`src/rtl/seq_detect_pkg.sv`:
```
// Shared definitions for the programmable serial sequence detector.
//   PKG_MAX_LEN : pattern capacity in bits
//   LEN_W       : width of a pattern-length field
//   cfg_t       : latched configuration {pattern, len, overlap}
//   len_valid() : true when a length can be armed (2..PKG_MAX_LEN)
package seq_detect_pkg;

  localparam int unsigned PKG_MAX_LEN = 8;
  localparam int unsigned LEN_W       = $clog2(PKG_MAX_LEN + 1);

  typedef struct packed {
    logic [PKG_MAX_LEN-1:0] pattern;
    logic [LEN_W-1:0]       len;
    logic                   overlap;
  } cfg_t;

  function automatic logic len_valid(input logic [LEN_W-1:0] len);
    return (len >= LEN_W'(2)) && (32'(len) <= PKG_MAX_LEN);
  endfunction

endpackage

```
`src/rtl/sat_counter.sv`:
```
// Saturating up-counter with synchronous clear.
//   clk, rst : clock, synchronous active-high reset
//   clr      : clear to zero (wins over inc)
//   inc      : increment by one, holding at all-ones
//   count    : registered count value
module sat_counter #(
  parameter int unsigned W = 8
) (
  input  logic         clk,
  input  logic         rst,
  input  logic         clr,
  input  logic         inc,
  output logic [W-1:0] count
);

  logic [W-1:0] count_q;
  logic [W-1:0] count_d;

  always_comb begin
    count_d = count_q;
    if (clr) begin
      count_d = '0;
    end else if (inc && (count_q != {W{1'b1}})) begin
      count_d = count_q + W'(1);
    end
  end

  always_ff @(posedge clk) begin
    if (rst) begin
      count_q <= '0;
    end else begin
      count_q <= count_d;
    end
  end

  assign count = count_q;

endmodule

```
`src/rtl/seq_detect_prog.sv`:
```
// Runtime-programmable serial bit-sequence detector with match counting.
//   clk, rst     : clock, synchronous active-high reset
//   in_valid,din : valid-qualified serial input bit
//   cfg_load     : strobe latching cfg_pattern / cfg_len / cfg_overlap
//   match        : registered one-cycle pulse per detected match
//   match_count  : saturating number of matches since reset / cfg_load
//   armed        : latched configuration has a usable length
module seq_detect_prog
  import seq_detect_pkg::*;
#(
  parameter int unsigned MAX_LEN = PKG_MAX_LEN,
  parameter int unsigned CNT_W   = 8
) (
  input  logic               clk,
  input  logic               rst,
  input  logic               in_valid,
  input  logic               din,
  input  logic               cfg_load,
  input  logic [MAX_LEN-1:0] cfg_pattern,
  input  logic [LEN_W-1:0]   cfg_len,
  input  logic               cfg_overlap,
  output logic               match,
  output logic [CNT_W-1:0]   match_count,
  output logic               armed
);

  // The configuration struct is sized by the package capacity.
  if ((MAX_LEN != PKG_MAX_LEN) || (MAX_LEN < 2)) begin : g_bad_max_len
    $error("seq_detect_prog: MAX_LEN must equal PKG_MAX_LEN and be >= 2");
  end

  cfg_t               cfg_q,   cfg_d;
  logic               armed_q, armed_d;
  logic [MAX_LEN-1:0] hist_q,  hist_d;
  logic [LEN_W-1:0]   fill_q,  fill_d;
  logic               match_q, match_d;

  logic [MAX_LEN-1:0] hist_shift;
  logic [LEN_W-1:0]   fill_inc;
  logic [MAX_LEN-1:0] len_mask;
  logic               hit;

  // Candidate next history/fill for an accepted bit, and the match test on them.
  always_comb begin
    hist_shift = {hist_q[MAX_LEN-2:0], din};
    fill_inc   = (fill_q == LEN_W'(MAX_LEN)) ? fill_q : fill_q + LEN_W'(1);
    // len == MAX_LEN shifts the 1 out, so the subtraction yields all ones.
    len_mask   = (MAX_LEN'(1) << cfg_q.len) - MAX_LEN'(1);
    hit        = armed_q && (fill_inc >= cfg_q.len) &&
                 (((hist_shift ^ cfg_q.pattern) & len_mask) == '0);
  end

  // Next-state: cfg_load takes precedence over an accepted bit.
  always_comb begin
    cfg_d   = cfg_q;
    armed_d = armed_q;
    hist_d  = hist_q;
    fill_d  = fill_q;
    match_d = 1'b0;
    if (cfg_load) begin
      cfg_d   = '{pattern: cfg_pattern, len: cfg_len, overlap: cfg_overlap};
      armed_d = len_valid(cfg_len);
      hist_d  = '0;
      fill_d  = '0;
    end else if (in_valid) begin
      hist_d  = hist_shift;
      fill_d  = fill_inc;
      match_d = hit;
      // Non-overlap: a matched run cannot contribute to the next match.
      if (hit && !cfg_q.overlap) begin
        fill_d = '0;
      end
    end
  end

  always_ff @(posedge clk) begin
    if (rst) begin
      cfg_q   <= '{pattern: '0, len: '0, overlap: 1'b1};
      armed_q <= 1'b0;
      hist_q  <= '0;
      fill_q  <= '0;
      match_q <= 1'b0;
    end else begin
      cfg_q   <= cfg_d;
      armed_q <= armed_d;
      hist_q  <= hist_d;
      fill_q  <= fill_d;
      match_q <= match_d;
    end
  end

  sat_counter #(
    .W (CNT_W)
  ) u_cnt (
    .clk   (clk),
    .rst   (rst),
    .clr   (cfg_load),
    .inc   (match_d),
    .count (match_count)
  );

  assign match = match_q;
  assign armed = armed_q;

endmodule

```
`config.mk`:
```
export PLATFORM = sky130hd
export DESIGN_NAME = seq_detect_prog
export DESIGN_NICKNAME = d
export VERILOG_FILES = /design/src/rtl/seq_detect_pkg.sv /design/src/rtl/sat_counter.sv /design/src/rtl/seq_detect_prog.sv
export SDC_FILE = /design/constraint.sdc
export NUM_CORES = 1
export LEC_CHECK = 0
export CELL_PAD_IN_SITES_DETAIL_PLACEMENT = 2
export CELL_PAD_IN_SITES_GLOBAL_PLACEMENT = 2
export CORE_MARGIN = 2
export CORE_UTILIZATION = 34
export CTS_CLUSTER_SIZE = 8
export DETAILED_ROUTE_END_ITERATION = 12
export GPL_TIMING_DRIVEN = 0
export MAX_ROUTING_LAYER = met4
export PLACE_DENSITY = 0.92
export SKIP_CTS_REPAIR_TIMING = 1
export SLEW_MARGIN = 10
export SYNTH_ARGS = -nofsm -noshare
export SYNTH_HDL_FRONTEND = slang
export SYNTH_SLANG_ARGS = --single-unit
```
`constraint.sdc`:
```
create_clock -name clk -period 3.9 [get_ports clk]
set_input_delay 0.39 -clock clk [delete_from_list [all_inputs] [get_ports clk]]
set_output_delay 0.39 -clock clk [all_outputs]
set_load 0.03 [all_outputs]
```
# Word-level counts from Yosys, hierarchy flattened
# Cells that the tools add are included.
[word_totals]
mem_count = 0
ff_bits = 34
ramBits = 0
latch_bits = 0
romBits = 0
out_inout_bits = 10
input_bits = 18
[op_classes]
reduce_logical = 8
mul = 0
bitwise = 2
n_mux = 4
add_sub_neg = 3
eq_ne = 2
n_shift = 1
magnitude_cmp = 3
div_mod_pow = 0
[op_table]
columns = ["operator", "n"]
rows = [
  ["$add 8x1->8 const B", 1],
  ["$and 8x8->8", 1],
  ["$logic_not 8->1", 1],
  ["$mux 4", 2],
  ["$ne 8x8->1 const B", 1],
  ["$shl 1x4->8 const A", 1],
  ["$sub 8x2->8 const B", 1],
  ["$xor 8x8->8", 1],
  ["$logic_and 1x1->1", 5],
  ["$add 4x1->4 const B", 1],
  ["$eq 4x4->1 const B", 1],
  ["$ge 4x2->1 const B", 1],
  ["$ge 4x4->1", 1],
  ["$le 4x4->1 const B", 1],
  ["$mux 1", 2],
  ["$reduce_or 2->1", 1],
  ["$logic_not 1->1", 1],
]

# Logic depth before layout (Yosys ltp)
[logic_depth]
depth_word = 8
depth_mapped = 13

# By module
# Synthesis repeated with hierarchy kept, for this count alone.
[unflattened]
cells_unflattened = 208
hier_area_um2 = 1878.1
[by_module_without_submodules]
columns = ["mod", "seq_area_each_um2", "n_inst", "cells_each", "area_per_inst_um2"]
rows = [
  ["seq_detect_prog", 520.5, 1, 161, 1442.6],
  ["sat_counter", 160.2, 1, 47, 435.4],
]

# Worst setup path after synthesis
# OpenSTA, ideal clock, no wires.
[synth_path]
path_kind = "reg2reg"
from = "reg cfg_q[4] (netlist bit)"
to = "reg u_cnt.count_q[2] (netlist: u_cnt.count[2])"
t_required_ns = 3.829
arrival_time_ns = 2.599
stages_incl_launch_ff = 9
slack_ns = 1.230
setup_ns = 0.071
n_path_buf = 2
synth_period_minus_slack_ns = 2.670
path_cell_list = "dfxtp_1 > buf_6 > or4_4 > ha_1 > o2111ai_2 > or4b_4 > buf_6 > or4_1 > a21oi_1"
[synth_via]
elab_chain_cells = 8
word_cells_on_any_way = 10
classes_between = "1 x add/sub; 1 x order compare; 1 x shift; 2 x mux; 1 x bitwise; 4 x reduce/logical"
[synth_lines]
columns = ["element", "line_no", "source"]
rows = [
  ["start: declaration", "seq_detect_prog.sv:32", "cfg_t cfg_q, cfg_d;"],
  ["start signal: assignment", "seq_detect_prog.sv:78", "cfg_q <= '{pattern: '0, len: '0, overlap: 1'b1};"],
  ["start signal: assignment", "seq_detect_prog.sv:84", "cfg_q <= cfg_d;"],
  ["$shl 1x4->8", "seq_detect_prog.sv:48", "len_mask = (MAX_LEN'(1) << cfg_q.len) - MAX_LEN'(1);"],
  ["$sub 8x2->8", "seq_detect_prog.sv:48", ""],
  ["$and 8x8->8", "seq_detect_prog.sv:50", "(((hist_shift ^ cfg_q.pattern) & len_mask) == '0);"],
  ["$logic_not 8->1", "seq_detect_prog.sv:50", ""],
  ["$logic_and 1x1->1 *", "seq_detect_prog.sv:49", "hit = armed_q && (fill_inc >= cfg_q.len) &&"],
  ["$mux 1 *", "seq_detect_prog.sv:65", "end else if (in_valid) begin"],
  ["$mux 1 *", "seq_detect_prog.sv:60", "if (cfg_load) begin"],
  ["$logic_and 1x1->1 *", "sat_counter.sv:23", "end else if (inc && (count_q != {W{1'b1}})) begin"],
  ["end signal: assignment", "sat_counter.sv:32", "count_q <= count_d;"],
  ["end: declaration", "sat_counter.sv:16", "logic [W-1:0] count_q;"],
]
# Mark *: on every way between the ends. The rest lies on a longest branch, timed or not.
# A chain may end at the register's enable or synchronous reset.

# Final worst setup path
[layout_path]
from = "reg fill_q[0]"
to = "reg u_cnt.count_q[5] (netlist: u_cnt.count[5])"
[layout_via]
elab_chain_cells = 8
word_cells_on_any_way = 9
classes_between = "1 x add/sub; 1 x order compare; 1 x eq/ne; 3 x mux; 3 x reduce/logical"
[layout_lines]
columns = ["element", "line_no", "source"]
rows = [
  ["start: declaration", "seq_detect_prog.sv:35", "logic [LEN_W-1:0] fill_q, fill_d;"],
  ["start signal: assignment", "seq_detect_prog.sv:87", "fill_q <= fill_d;"],
  ["$add 4x1->4 or $eq 4x4->1 (tied branches)", "seq_detect_prog.sv:46", "fill_inc = (fill_q == LEN_W'(MAX_LEN)) ? fill_q : fill_q + LEN_W'(1);"],
  ["$mux 4 *", "seq_detect_prog.sv:46", ""],
  ["$ge 4x4->1 *", "seq_detect_prog.sv:49", ""],
  ["$logic_and 1x1->1 * (2 in series)", "seq_detect_prog.sv:49", ""],
  ["$mux 1 *", "seq_detect_prog.sv:65", ""],
  ["$mux 1 *", "seq_detect_prog.sv:60", ""],
  ["$logic_and 1x1->1 *", "sat_counter.sv:23", ""],
]
# Marks and branches as above.

==> flow_summary.ini <==
[global_route]
grt_start_max_net_pins = 13
groute.usage.overall_pct = 21.8
grt_pass1_wl_um = 9660
gr-total-overflow = 0
antenna_found_initial = 0
grt_pass1_vias = 1903

[detailed_routing]
dr.pass1.iters = 6
routed_via_density = 5.35
num_vias = 1642
wl_per_cell_um = 18.6
routed_wl_um = 5710
dr.first_iter.drc_count = 40
drc = 0
ant_nets = 0

[final_layout]
final_layout_size_suffix_gt1_share_pct = 6.75
nets = 262
antenna_cells = 0
synthToLayoutAreaGrowth_pct = 25.8

[critical_path]
worst-endpoint-required_ps = 4120
cpPeakStageDelay_ps = 580
worst_setup_path_end_kind = register
rr_worst_depth = 13
reg2reg_slack_ps = 820
start_kind = register
r2r-start = fill_q[0]
cp_num_buf_inv = 2
path_common_cell = ha_1
worstPathCellList = inv_1, ha_1, nand2_1, nor2_1, xnor2_1, ha_1, nand2b_1, a211o_1, a21oi_1, or4b_4, buf_6, nor4_1, mux2i_1
critPathMaxFanout = 10
crit_start = fill_q[0]
crit_family = simple AND/OR/NAND/NOR gates
path_depth = 13
arrival_ps = 3300
critical_path_class = register to register
r2r-end = u_cnt.count[5]
crit_slowest_cell = or4b_4

[floorplan]
die_h_um = 76.5
pin_count = 28
start_util_pct = 35.0
fp.dieW_um = 76.5
core.rowCount = 26
core_area_um2 = 5110
fp.dieArea_um2 = 5860

[cts]
clkTransAtPathRegs_ps = 80
cts-root-to-sink-buffers = 2
cts_tree = built
cts-root-buf = clkbuf_8
cts_buffers = 5
h-tree-depth = 2
clock_sinks = 34
insertion_delay_ps = 290

[synth]
synth-edff-count = 0
synth_common_cells = dfxtp_1 (34), nor2_1 (29), mux2i_1 (22)
yosysTopAreaCell = dfxtp_1
synth.top_cell.area_share_pct = 38.0
async_flop_share_pct = 0
ys_types = 36
syn_area_um2 = 1790
yosysSeqAreaShare_pct = 38.0
synth.most_common_cell = dfxtp_1
synth_area_per_cell_um2 = 8.81
yosys-top-cells-area = dfxtp_1 (38%), mux2i_1 (12%), nor2_1 (6.1%), ha_1 (5.6%), a21oi_1 (3.1%)
syn_nets = 229
ys.flop_type = dfxtp_1
yosysWarnings = 0
ys_seq_elements = 34
postSynthCellCount = 203

[hold_path]
worstHoldStart = rst
holdPathEnd = cfg_q[4]
worstHoldPathCells = 2
hp-class = primary input to register

[timing]
fin_crit_sh_pct = 78.9
maxSlewViolCount = 0
tns_ps = 0
period_needed_ps = 3080
fmax_mhz = 325
grt_setup_unrepaired = false
tightest_slew_ps = 817
maxSlewHeadroom_pct = 45.0
finClkSkew_ps = 2.50
hold_viol = 0
finalSetupViolations = 0

[run_status]
status = finished clean

[power]
p_total_w = 0.000820
peakVddDrop_mv = 0.203
p_leak_nw = 0.849
power_density_nw_per_um2 = 364

[placement]
place.gp.congestion = 0.783
dp_hpwl_um = 4100
port_buffers = 26

[flow_run]
maxCapViolations = 0
-- cells in the final DEF, fill, tap and decap left out, drive strengths merged, types with 2 or more instances in the layout --
master | netlist | routed
nand3 | 7 | 7
o21ai | 6 | 6
xnor2 | 6 | 6
clkinvlp | 0 | 2
o31ai | 5 | 5
nand2 | 13 | 13
a211oi | 2 | 2
nor3 | 3 | 3
nor2 | 29 | 29
nor4 | 3 | 3
clkbuf | 8 | 13
a211o | 2 | 2
or3 | 5 | 5
nor4b | 2 | 2
mux2i | 22 | 22
ha | 8 | 8
nand2b | 2 | 2
a21oi | 11 | 11
o21a | 4 | 4
clkdlybuf4s50 | 0 | 26
xor2 | 5 | 5
or4 | 5 | 5
buf | 2 | 2
dfxtp | 34 | 34
inv | 9 | 9
-- through the flow --
step                area (um2)  hold slack [ps]  utilization, %  worst slack [ps]  cells
global placement          2140              460            41.8              1040    299
finish                    2250              438            44.1               825    307
floorplan                 1790              481               -              1230    203
CTS                       2250              441            44.1               835    307
global route              2250              494            44.1               579    307
detailed placement        2140              514            41.8               909    299
-- registers in the layout (all words and copies together) (netlist names) --
name,count
armed,1
cfg_q,13
fill_q,4
hist_q,7
match,1
u_cnt.count,8
-- cells by family after synthesis --
| family | share of synthesized area (%) |
|---|---|
| AND/OR/NAND/NOR | 20.8 |
| AO/OA/AOI/OAI | 13.0 |
| flip-flops | 38.0 |
| multiplexers | 12.3 |
| buffers and inverters | 4.83 |
| XOR/XNOR | 5.38 |
| adder cells (fa/ha/maj) | 5.59 |
-- per-layer routing --
| metal | up-vias | routed length [um] | global-route usage (%) |
|---|---|---|---|
| met5 | - | 0 | - |
| met4 | 0 | 110 | 10.2 |
| met3 | 12 | 162 | 4.03 |
| met2 | 35 | 3180 | 40.5 |
| met1 | 814 | 2250 | 22.1 |
| li1 | 781 | - | - |
-- power by group --
group	internal, W	switching [W]	total (W)
logic	0.0000518	0.0000629	0.000115
registers	0.000357	0.0000104	0.000367
clock network	0.000190	0.000148	0.000338
-- worst reg2reg max path, cell delays in order, from the launching register on --
cell and delay, ps:
dfxtp_1 360, inv_1 100, ha_1 200, nand2_1 80
nor2_1 50, xnor2_1 150, ha_1 290, nand2b_1 110
a211o_1 140, a21oi_1 110, or4b_4 580, buf_6 160
nor4_1 400, mux2i_1 250
-- how the worst max path moves through the flow --
stage / endpoint / slack [ps]
floorplan: u_cnt.count[2] / 1230
global placement: u_cnt.count[5] / 1040
detailed placement: u_cnt.count[5] / 910
CTS: u_cnt.count[5] / 830
global route: u_cnt.count[5] / 580
finish: u_cnt.count[5] / 820
-- final cells by class --
cell class,count,area (um2)
timing repair buffer,26,260
clock buffer,5,68.8
tap,70,87.6
multi-input combinational,150,1020
fill,576,2860
inverter,9,33.8
buffer,10,52.6
clock inverter,3,45.0
sequential,34,681
Power figures use the tool's default switching activity.
